$ cat src/rtl/mem_access_stage_if.sv
// Data-memory request/acknowledge bus between the MEM stage (master) and the
// data memory (slave).
interface mem_access_stage_if;
    logic        mem_req;
    logic        mem_we;
    logic [63:0] mem_addr;
    logic [63:0] mem_wdata;
    logic [63:0] mem_rdata;
    logic        mem_ack;

    modport master (
        output mem_req, mem_we, mem_addr, mem_wdata,
        input  mem_rdata, mem_ack
    );

    modport slave (
        input  mem_req, mem_we, mem_addr, mem_wdata,
        output mem_rdata, mem_ack
    );
endinterface

$ cat src/rtl/mem_access_stage.sv
// MEM-stage controller: data-memory handshake with timeout abort, pipeline stall,
// branch resolution, sticky memory-error flag and the MEM/WB register.
module mem_access_stage #(
    parameter int unsigned TIMEOUT = 16
) (
    input  logic                       clk,
    input  logic                       reset,
    input  logic                       EM_MemRead,
    input  logic                       EM_MemWrite,
    input  logic                       EM_MemtoReg,
    input  logic                       EM_RegWrite,
    input  logic                       EM_Branch,
    input  logic                       EM_zero,
    input  logic [4:0]                 EM_rd,
    input  logic [63:0]                EM_Result,
    input  logic [63:0]                EM_out,
    input  logic [63:0]                EM_WriteData,
    mem_access_stage_if.master         mem,
    output logic                       stall,
    output logic                       PCSrc,
    output logic [63:0]                branch_target,
    output logic                       MW_RegWrite,
    output logic                       MW_MemtoReg,
    output logic [4:0]                 MW_rd,
    output logic [63:0]                MW_ReadData,
    output logic [63:0]                MW_Result,
    output logic                       mem_err
);

    typedef enum logic [1:0] {S_IDLE, S_WAIT, S_ABORT} state_e;

    localparam logic [7:0] TIMEOUT_CNT = 8'(TIMEOUT);

    state_e      state_q, state_d;
    logic [7:0]  wcnt_q, wcnt_d;
    logic        err_q, err_d;
    logic        mw_regwrite_q, mw_regwrite_d;
    logic        mw_memtoreg_q, mw_memtoreg_d;
    logic [4:0]  mw_rd_q, mw_rd_d;
    logic [63:0] mw_readdata_q, mw_readdata_d;
    logic [63:0] mw_result_q, mw_result_d;

    logic acc, illegal, legal_acc;
    logic req, kill, load_hit;

    assign acc       = EM_MemRead | EM_MemWrite;
    assign illegal   = (EM_MemRead & EM_MemWrite) | (acc & (EM_Result[2:0] != 3'b000));
    assign legal_acc = acc & ~illegal;

    // NOTE: state registers use non-blocking assignments so every flop samples
    // the pre-edge values of the others, independent of process ordering.
    always_ff @(posedge clk or posedge reset) begin
        if (reset) begin
            state_q <= S_IDLE;
            wcnt_q  <= '0;
        end else begin
            state_q <= state_d;
            wcnt_q  <= wcnt_d;
        end
    end

    // NOTE: every combinational output gets a default first so no path leaves
    // it unassigned, which would otherwise infer a latch.
    always_comb begin
        state_d = state_q;
        wcnt_d  = wcnt_q;
        case (state_q)
            S_IDLE: begin
                if (legal_acc && !mem.mem_ack) begin
                    state_d = S_WAIT;
                    wcnt_d  = 8'd1;
                end
            end
            S_WAIT: begin
                if (mem.mem_ack) begin
                    state_d = S_IDLE;
                    wcnt_d  = '0;
                end else if (wcnt_q == TIMEOUT_CNT) begin
                    state_d = S_ABORT;
                end else begin
                    wcnt_d = wcnt_q + 8'd1;
                end
            end
            S_ABORT: begin
                state_d = S_IDLE;
                wcnt_d  = '0;
            end
            default: begin
                state_d = S_IDLE;
                wcnt_d  = '0;
            end
        endcase
    end

    // kill marks an instruction that retires without a register write:
    // an illegal access seen in IDLE, or the held access at abort.
    always_comb begin
        req   = 1'b0;
        stall = 1'b0;
        kill  = 1'b0;
        case (state_q)
            S_IDLE: begin
                req   = legal_acc;
                stall = legal_acc & ~mem.mem_ack;
                kill  = illegal;
            end
            S_WAIT: begin
                req   = 1'b1;
                stall = ~mem.mem_ack;
            end
            S_ABORT: kill = 1'b1;
            default: ;
        endcase
        // Request and stall must drop the instant reset rises, not at the next edge.
        if (reset) begin
            req   = 1'b0;
            stall = 1'b0;
        end
    end

    assign load_hit = req & mem.mem_ack & ~EM_MemWrite;

    always_comb begin
        err_d         = err_q | kill;
        mw_regwrite_d = EM_RegWrite & ~kill;
        mw_memtoreg_d = EM_MemtoReg;
        mw_rd_d       = EM_rd;
        mw_result_d   = EM_Result;
        mw_readdata_d = load_hit ? mem.mem_rdata : '0;
        // A stalled edge inserts a bubble into write-back.
        if (stall) begin
            mw_regwrite_d = 1'b0;
            mw_memtoreg_d = 1'b0;
            mw_rd_d       = '0;
            mw_result_d   = '0;
            mw_readdata_d = '0;
        end
    end

    always_ff @(posedge clk or posedge reset) begin
        if (reset) begin
            err_q         <= 1'b0;
            mw_regwrite_q <= 1'b0;
            mw_memtoreg_q <= 1'b0;
            mw_rd_q       <= '0;
            mw_result_q   <= '0;
            mw_readdata_q <= '0;
        end else begin
            err_q         <= err_d;
            mw_regwrite_q <= mw_regwrite_d;
            mw_memtoreg_q <= mw_memtoreg_d;
            mw_rd_q       <= mw_rd_d;
            mw_result_q   <= mw_result_d;
            mw_readdata_q <= mw_readdata_d;
        end
    end

    assign mem.mem_req   = req;
    assign mem.mem_we    = EM_MemWrite;
    assign mem.mem_addr  = EM_Result;
    assign mem.mem_wdata = EM_WriteData;

    assign PCSrc         = EM_Branch & EM_zero;
    assign branch_target = EM_out;

    assign MW_RegWrite = mw_regwrite_q;
    assign MW_MemtoReg = mw_memtoreg_q;
    assign MW_rd       = mw_rd_q;
    assign MW_ReadData = mw_readdata_q;
    assign MW_Result   = mw_result_q;
    assign mem_err     = err_q;

endmodule

$ cat src/flat_wrapper.sv
// flat-port wrapper written by rule: the top's interface ports become plain ports
module mem_access_stage_flat 
#(
    parameter int unsigned TIMEOUT = 16
)
  (clk, reset, EM_MemRead, EM_MemWrite, EM_MemtoReg, EM_RegWrite, EM_Branch, EM_zero, EM_rd, EM_Result, EM_out, EM_WriteData, stall, PCSrc, branch_target, MW_RegWrite, MW_MemtoReg, MW_rd, MW_ReadData, MW_Result, mem_err, mem_mem_req, mem_mem_we, mem_mem_addr, mem_mem_wdata, mem_mem_rdata, mem_mem_ack);
  mem_access_stage_if mem_i ();
  input  logic clk;
  input  logic reset;
  input  logic EM_MemRead;
  input  logic EM_MemWrite;
  input  logic EM_MemtoReg;
  input  logic EM_RegWrite;
  input  logic EM_Branch;
  input  logic EM_zero;
  input  logic [4:0] EM_rd;
  input  logic [63:0] EM_Result;
  input  logic [63:0] EM_out;
  input  logic [63:0] EM_WriteData;
  output logic stall;
  output logic PCSrc;
  output logic [63:0] branch_target;
  output logic MW_RegWrite;
  output logic MW_MemtoReg;
  output logic [4:0] MW_rd;
  output logic [63:0] MW_ReadData;
  output logic [63:0] MW_Result;
  output logic mem_err;
  output wire logic [$bits(mem_i.mem_req)-1:0] mem_mem_req;
  output wire logic [$bits(mem_i.mem_we)-1:0] mem_mem_we;
  output wire logic [$bits(mem_i.mem_addr)-1:0] mem_mem_addr;
  output wire logic [$bits(mem_i.mem_wdata)-1:0] mem_mem_wdata;
  input wire logic [$bits(mem_i.mem_rdata)-1:0] mem_mem_rdata;
  input wire logic [$bits(mem_i.mem_ack)-1:0] mem_mem_ack;
  assign mem_mem_req = mem_i.mem_req;
  assign mem_mem_we = mem_i.mem_we;
  assign mem_mem_addr = mem_i.mem_addr;
  assign mem_mem_wdata = mem_i.mem_wdata;
  assign mem_i.mem_rdata = mem_mem_rdata;
  assign mem_i.mem_ack = mem_mem_ack;
  mem_access_stage #(.TIMEOUT(TIMEOUT)) u_core (.clk(clk), .reset(reset), .EM_MemRead(EM_MemRead), .EM_MemWrite(EM_MemWrite), .EM_MemtoReg(EM_MemtoReg), .EM_RegWrite(EM_RegWrite), .EM_Branch(EM_Branch), .EM_zero(EM_zero), .EM_rd(EM_rd), .EM_Result(EM_Result), .EM_out(EM_out), .EM_WriteData(EM_WriteData), .mem(mem_i), .stall(stall), .PCSrc(PCSrc), .branch_target(branch_target), .MW_RegWrite(MW_RegWrite), .MW_MemtoReg(MW_MemtoReg), .MW_rd(MW_rd), .MW_ReadData(MW_ReadData), .MW_Result(MW_Result), .mem_err(mem_err));
endmodule
$ cat config.mk
export PLATFORM = sky130hd
export DESIGN_NAME = mem_access_stage_flat
export DESIGN_NICKNAME = d
export VERILOG_FILES = /design/src/rtl/mem_access_stage_if.sv /design/src/rtl/mem_access_stage.sv /design/src/flat_wrapper.sv
export SDC_FILE = /design/constraint.sdc
export NUM_CORES = 1
export LEC_CHECK = 0
export ABC_AREA = 1
export ABC_CLOCK_PERIOD_IN_PS = 9590
export BUFFER_PORTS_ARGS = -buffer_cell sky130_fd_sc_hd__buf_2
export CORE_AREA = 2 2 237 239
export DETAILED_ROUTE_END_ITERATION = 7
export DIE_AREA = 0 0 239 241
export GPL_TIMING_DRIVEN = 0
export SLEW_MARGIN = 20
export SYNTH_ARGS = -nofsm -noshare
export SYNTH_HDL_FRONTEND = slang
export SYNTH_SLANG_ARGS = --single-unit
$ cat constraint.sdc
create_clock -name clk -period 9.59 [get_ports clk]
set_clock_uncertainty 0.05 [all_clocks]
set_input_delay 0.4795 -clock clk [delete_from_list [all_inputs] [get_ports clk]]
set_output_delay 0.4795 -clock clk [all_outputs]
set_load 0.01 [all_outputs]
### Word level (Yosys, flattened, before mapping)

Index checks and enable logic that the tools add are counted.
W data, S select, Z words.

| word-level totals | value |
|---|---|
| flip-flop bits (word level) | 146 |
| input port bits | 270 |
| output and inout bits | 332 |
| word-level logic and storage cells | 55 |

| operators by class | value |
|---|---|
| add/subtract/negate cells | 1 |
| equality and inequality tests | 6 |
| multiplexer cells | 19 |
| bitwise logic cells | 15 |
| reductions and logical operators | 6 |

Operator list:

| kind | number |
|---|---|
| $mux W64 | 3 |
| $mux W8 | 3 |
| $pmux W8 S2 | 1 |
| $add A8 B1 Y8 const B | 1 |
| $and A1 B1 Y1 | 8 |
| $eq A8 B5 Y1 const B | 1 |
| $mux W2 | 3 |
| $pmux W1 S2 | 3 |
| $mux W5 | 1 |
| $mux W1 | 4 |
| $not A1 Y1 | 4 |
| $pmux W2 S2 | 1 |
| $reduce_and A2 Y1 | 2 |
| $ne A3 B2 Y1 const B | 1 |
| $ne A3 B3 Y1 const B | 1 |
| $or A1 B1 Y1 | 3 |
| $reduce_bool A3 Y1 | 1 |
| $eq A2 B1 Y1 const B | 1 |
| $eq A2 B2 Y1 const B | 1 |
| $logic_not A2 Y1 | 1 |
| $ne A2 B1 Y1 const B | 1 |
| $logic_and A1 B1 Y1 | 1 |
| $logic_not A1 Y1 | 1 |

### Longest topological paths before layout

| depth | value |
|---|---|
| depth in word-level cells | 11 |
| gate-level depth with buffers | 9 |

### Worst setup path after synthesis

OpenSTA, ideal clock, no wires.

| timing | value |
|---|---|
| path kind | input to output |
| from | input port EM_Result[1] |
| to | output port stall |
| arrival | 1.285 ns |
| data required time | 9.061 ns |
| slack | 7.775 ns |
| stages on the path | 8 |
| path buffers | 1 |
| cell sequence | nor2_2 > nand3_2 > o21ai_1 > nand2_1 > inv_2 > nand2_4 > buf_6 > inv_1 |

| between the ends | value |
|---|---|
| cells in the longest elaborated chain, start to end | 8 |

RTL lines:

| element | line | RTL |
|---|---|---|
| from (decl) | flat_wrapper.sv:17 | `input logic [63:0] EM_Result;` |
| $reduce_bool A3 Y1 | mem_access_stage.sv:47 | `assign illegal = (EM_MemRead & EM_MemWrite) \| (acc & (EM_Result[2:0] != 3'b000));` |
| $and A1 B1 Y1 | mem_access_stage.sv:47 |  |
| $or A1 B1 Y1 | mem_access_stage.sv:47 |  |
| $not A1 Y1 | mem_access_stage.sv:48 | `assign legal_acc = acc & ~illegal;` |
| $and A1 B1 Y1 | mem_access_stage.sv:48 |  |
| $and A1 B1 Y1 | mem_access_stage.sv:104 | `stall = legal_acc & ~mem.mem_ack;` |
| $pmux W1 S2 | mem_access_stage.sv:101 | `case (state_q)` |
| $mux W1 | mem_access_stage.sv:115 | `if (reset) begin` |
| to (decl) | flat_wrapper.sv:20 | `output logic stall;` |

No other way between the ends.

### Worst setup path in the final report

| timing | value |
|---|---|
| from | register u_core.state_q[0] |
| to | output port stall |

| between the ends | value |
|---|---|
| cells in the longest elaborated chain, start to end | 3 |
| elaborated cells between the ends (all ways) | 4 |

RTL lines:

| element | line | RTL |
|---|---|---|
| from (decl) | mem_access_stage.sv:34 | `state_e state_q, state_d;` |
| from (signal assigned) | mem_access_stage.sv:57 | `state_q <= state_d;` |
| $eq A2 B1 Y1 / $logic_not A2 Y1 (equally long branches) | mem_access_stage.sv:101 |  |
| $pmux W1 S2 * | mem_access_stage.sv:101 |  |
| $mux W1 * | mem_access_stage.sv:115 |  |

Every way passes the cells marked *; elsewhere a longest branch is shown, timed or not.

==> impl_summary.log <==
[metrics] Max IR drop VDD: between 0.0001 and 0.00015 V
[metrics] CTS tree: built
[metrics] most common cell after layout, fill and taps aside: sky130_fd_sc_hd__buf_2
[metrics] tightest slew margin relative to the limit: 0.662
[metrics] Total Negative Setup Slacks: 0 ns
[metrics] worst min path class: in -> async
[metrics] Remaining DRCs: 0
[metrics] post-detailed-route wirelength per cell: approximately 14 microns
[metrics] unrepaired setup endpoints after global routing: false
[metrics] antenna violations before repair: 5
[metrics] setup repair bufs after CTS: 0
[metrics] Synth Area in XOR/XNOR: 0
[metrics] wire length of the first global-routing pass: 35.5 mm
[metrics] final worst slack: roughly 7.3 ns
[metrics] Post-CTS Resized: 0
[metrics] required time at the worst-slack endpoint: slightly above 9 ns
[metrics] Yosys reg bits: 146
[metrics] pin count of the biggest net entering global routing: 90
[metrics] CP arrival: 1.72 ns
[metrics] Initial DRT Pass Iterations: 4
[metrics] crit path launch type: flip-flop
[metrics] area of the mapped netlist: 0.00700 sq mm
[metrics] final WL: approximately 27 mm
[metrics] Buffers on Ports: 473
[metrics] number of cell rows: 86
[metrics] total power draw: 1630 uW
[metrics] total congestion overflow after global routing: 0
[metrics] share of the clock period used by the worst path after layout: 0.235
[metrics] share of synthesized cell area in and, or, nand and nor gates: 0.156
[metrics] final core utilization: 0.199
[metrics] Clk pin slew, worst setup/hold paths: 0.07 ns
[metrics] area added between synthesis and finish: 56.0%
[metrics] average vias per placed instance: approximately 3.0
[metrics] portion of netlist area occupied by mux cells: 0
[metrics] Setup crit end kind: output pin
[metrics] starting density of the core: 0.128
[metrics] highest clock rate: ~440 MHz
[metrics] gate count of the mapped netlist: 723
[metrics] count of nets after finishing: roughly 1500
[metrics] Maximum Capacitance Violations: 0
[metrics] violation count after the first detailed-route iteration: between 150 and 200
[metrics] most frequent cells in the layout: 474 x sky130_fd_sc_hd__buf_2, 193 x sky130_fd_sc_hd__buf_4, 153 x sky130_fd_sc_hd__inv_1
[metrics] via count of the first global-routing pass: around 5800
[metrics] Setup Slack @ Placement: 7.24 ns
[metrics] overall fraction of global-route tracks in use: 0.0866
[metrics] synthesized area per cell: 9.69 sq um
[metrics] post-detailed-placement half-perimeter wirelength: 22.3 mm
[metrics] number of CTS-inserted buffers: 17
[metrics] Synth Area in Compound Gates: 0.00661
[metrics] endpoints failing hold: 0
[metrics] Setup CP Type: reg -> out
[metrics] synthesized-area fraction occupied by adder cells: 0.00357
[metrics] CTS Root Buffer Type: sky130_fd_sc_hd__clkbuf_16
[metrics] status: completed
[metrics] area of the die: 0.0576 sq mm
[metrics] ports placed on the boundary: 602
[metrics] gpl congestion: 0.860
[metrics] sequential share of the synthesized area: 0.522
[metrics] layout filler cell count: 6174
[metrics] Routed Antenna Nets: 0
[metrics] critical path fanouts, max: 10
[metrics] H-tree depth reported by CTS: 4
[metrics] core area: ~0.055 sq mm
[metrics] Sinks on Clock Net: between 100 and 150
[metrics] number of library cell types mapped by synthesis: 26
[metrics] number of buffers on the longest clock path: 2
[metrics] pwr/cell area: 150 mW/mm^2
[metrics] dominant combinational cell family by area after synthesis: buffers and inverters
[metrics] number of nets in the synthesized netlist: between 900 and 1000
[metrics] vertical extent of the die: 241 microns
[metrics] count of vias placed by the detailed router: between 5000 and 6000
[metrics] total setup violations reported at the end of the flow: 0
[metrics] final number of max-transition violations: 0
[metrics] slew at the pin closest to its max-slew limit: 0.507 ns
[metrics] Final min period: 2.25 ns
[metrics] share of post-route cells with drive strength above 1: 0.636
[metrics] width of the die: about 240 microns
[metrics] total of warnings raised by yosys: 0
[metrics] cell leakage power: 0.00660 uW
[metrics] # hold bufs at CTS: 0
[metrics] clock insertion delay at the later pin of the skew report: 0.42 ns
-- worst max-delay path: stages, from the launching register on --
cell and delay [ns]:
sky130_fd_sc_hd__dfrtp_1 0.40, sky130_fd_sc_hd__inv_1 0.08, sky130_fd_sc_hd__o21ai_1 0.08, sky130_fd_sc_hd__nand2_1 0.07
sky130_fd_sc_hd__inv_2 0.12, sky130_fd_sc_hd__nand2_4 0.17, sky130_fd_sc_hd__buf_6 0.20, sky130_fd_sc_hd__inv_1 0.05
sky130_fd_sc_hd__buf_2 0.11
-- where the power goes --
group          internal (uW)  leakage (uW)  switching [uW]
combinational            128       0.00442             132
sequential               638       0.00187            7.13
clock                    440      0.000305             288
-- synth_stat cells --
| library cell | number | area share |
|---|---|---|
| sky130_fd_sc_hd__buf_6 | 11 | 0.018 |
| sky130_fd_sc_hd__or2_2 | 2 | 0.0018 |
| sky130_fd_sc_hd__buf_4 | 193 | 0.21 |
| sky130_fd_sc_hd__o31ai_1 | 1 | 0.0011 |
| sky130_fd_sc_hd__nand3_1 | 10 | 0.0071 |
| sky130_fd_sc_hd__o21ai_1 | 1 | 0.00071 |
| sky130_fd_sc_hd__buf_8 | 2 | 0.0043 |
| sky130_fd_sc_hd__dfrtp_1 | 146 | 0.52 |
| sky130_fd_sc_hd__nand2_4 | 2 | 0.0032 |
| sky130_fd_sc_hd__nand3_2 | 1 | 0.0014 |
| sky130_fd_sc_hd__nand3b_1 | 2 | 0.0021 |
| sky130_fd_sc_hd__ha_1 | 2 | 0.0036 |
| sky130_fd_sc_hd__nor3_1 | 1 | 0.00071 |
| sky130_fd_sc_hd__nor2_4 | 20 | 0.032 |
| sky130_fd_sc_hd__buf_2 | 1 | 0.00071 |
| sky130_fd_sc_hd__nand2_1 | 104 | 0.056 |
| sky130_fd_sc_hd__o21ai_0 | 1 | 0.00071 |
| sky130_fd_sc_hd__o22ai_1 | 1 | 0.00089 |
| sky130_fd_sc_hd__nor2_2 | 42 | 0.038 |
| sky130_fd_sc_hd__inv_1 | 154 | 0.083 |
| sky130_fd_sc_hd__inv_2 | 1 | 0.00054 |
| sky130_fd_sc_hd__a21oi_1 | 3 | 0.0021 |
| sky130_fd_sc_hd__nand2_2 | 1 | 0.00089 |
| sky130_fd_sc_hd__o21bai_1 | 1 | 0.0011 |
| sky130_fd_sc_hd__nand4_1 | 6 | 0.0054 |
| sky130_fd_sc_hd__nor2_1 | 14 | 0.0075 |
-- final timing paths --
kind,endpoint,slack [ns],startpoint,depth (start not counted)
worst max-delay path,stall,7.34,u_core.state_q[0],8
worst min-delay path,u_core.state_q[1],0.02,reset,2
worst max register to register,u_core.wcnt_q[0],8.02,u_core.wcnt_q[0],8
worst min register to register,u_core.mem_err,0.42,u_core.mem_err,1
max in group asynchronous,u_core.MW_Result[43],8.64,reset,3
min in group clk,u_core.MW_rd[1],0.19,EM_rd[1],3
-- flip-flops by register name, indices dropped and copies added, names as in the netlist --
signal,count
u_core.MW_MemtoReg,1
u_core.state_q,2
u_core.mem_err,1
u_core.MW_RegWrite,1
u_core.MW_ReadData,64
u_core.MW_Result,64
u_core.wcnt_q,8
u_core.MW_rd,5
-- stage by stage --
step                hold slack (ns)  instances  area (sq um)
finish                       0.0195       1936         10900
global route                 0.0279       1936         10900
detailed placement            0.404       1901         10300
floorplan                     0.414        723          7000
global placement              0.401       1900         10300
CTS                         0.00183       1933         10900
-- kinds of logic after synthesis --
logic type	after synthesis
AOI/OAI and AO/OA	8
adders and majority gates	2
buffers and inverters	362
DFF	146
and+or+nand+nor	205
-- layout make-up --
class                      count  area (sq um)  area share
antenna                        3          7.51    0.000687
buffer                       207          1610       0.147
clock buffer                  18           429      0.0393
clock inverter                14           203      0.0186
inverter                     155           589      0.0539
multi-input combinational    215          1160       0.106
sequential                   146          3650       0.334
tap                          704           881      0.0806
timing repair buffer         474          2390       0.219
-- metal layers --
layer	track usage	up-vias	wire length, microns
met4	0.0466	2	872
li1	-	2856	-
met1	0.0770	2665	8440
met5	0	-	13
met3	0.0233	23	2230
met2	0.175	336	14900
(Power assumes the default switching activity.)
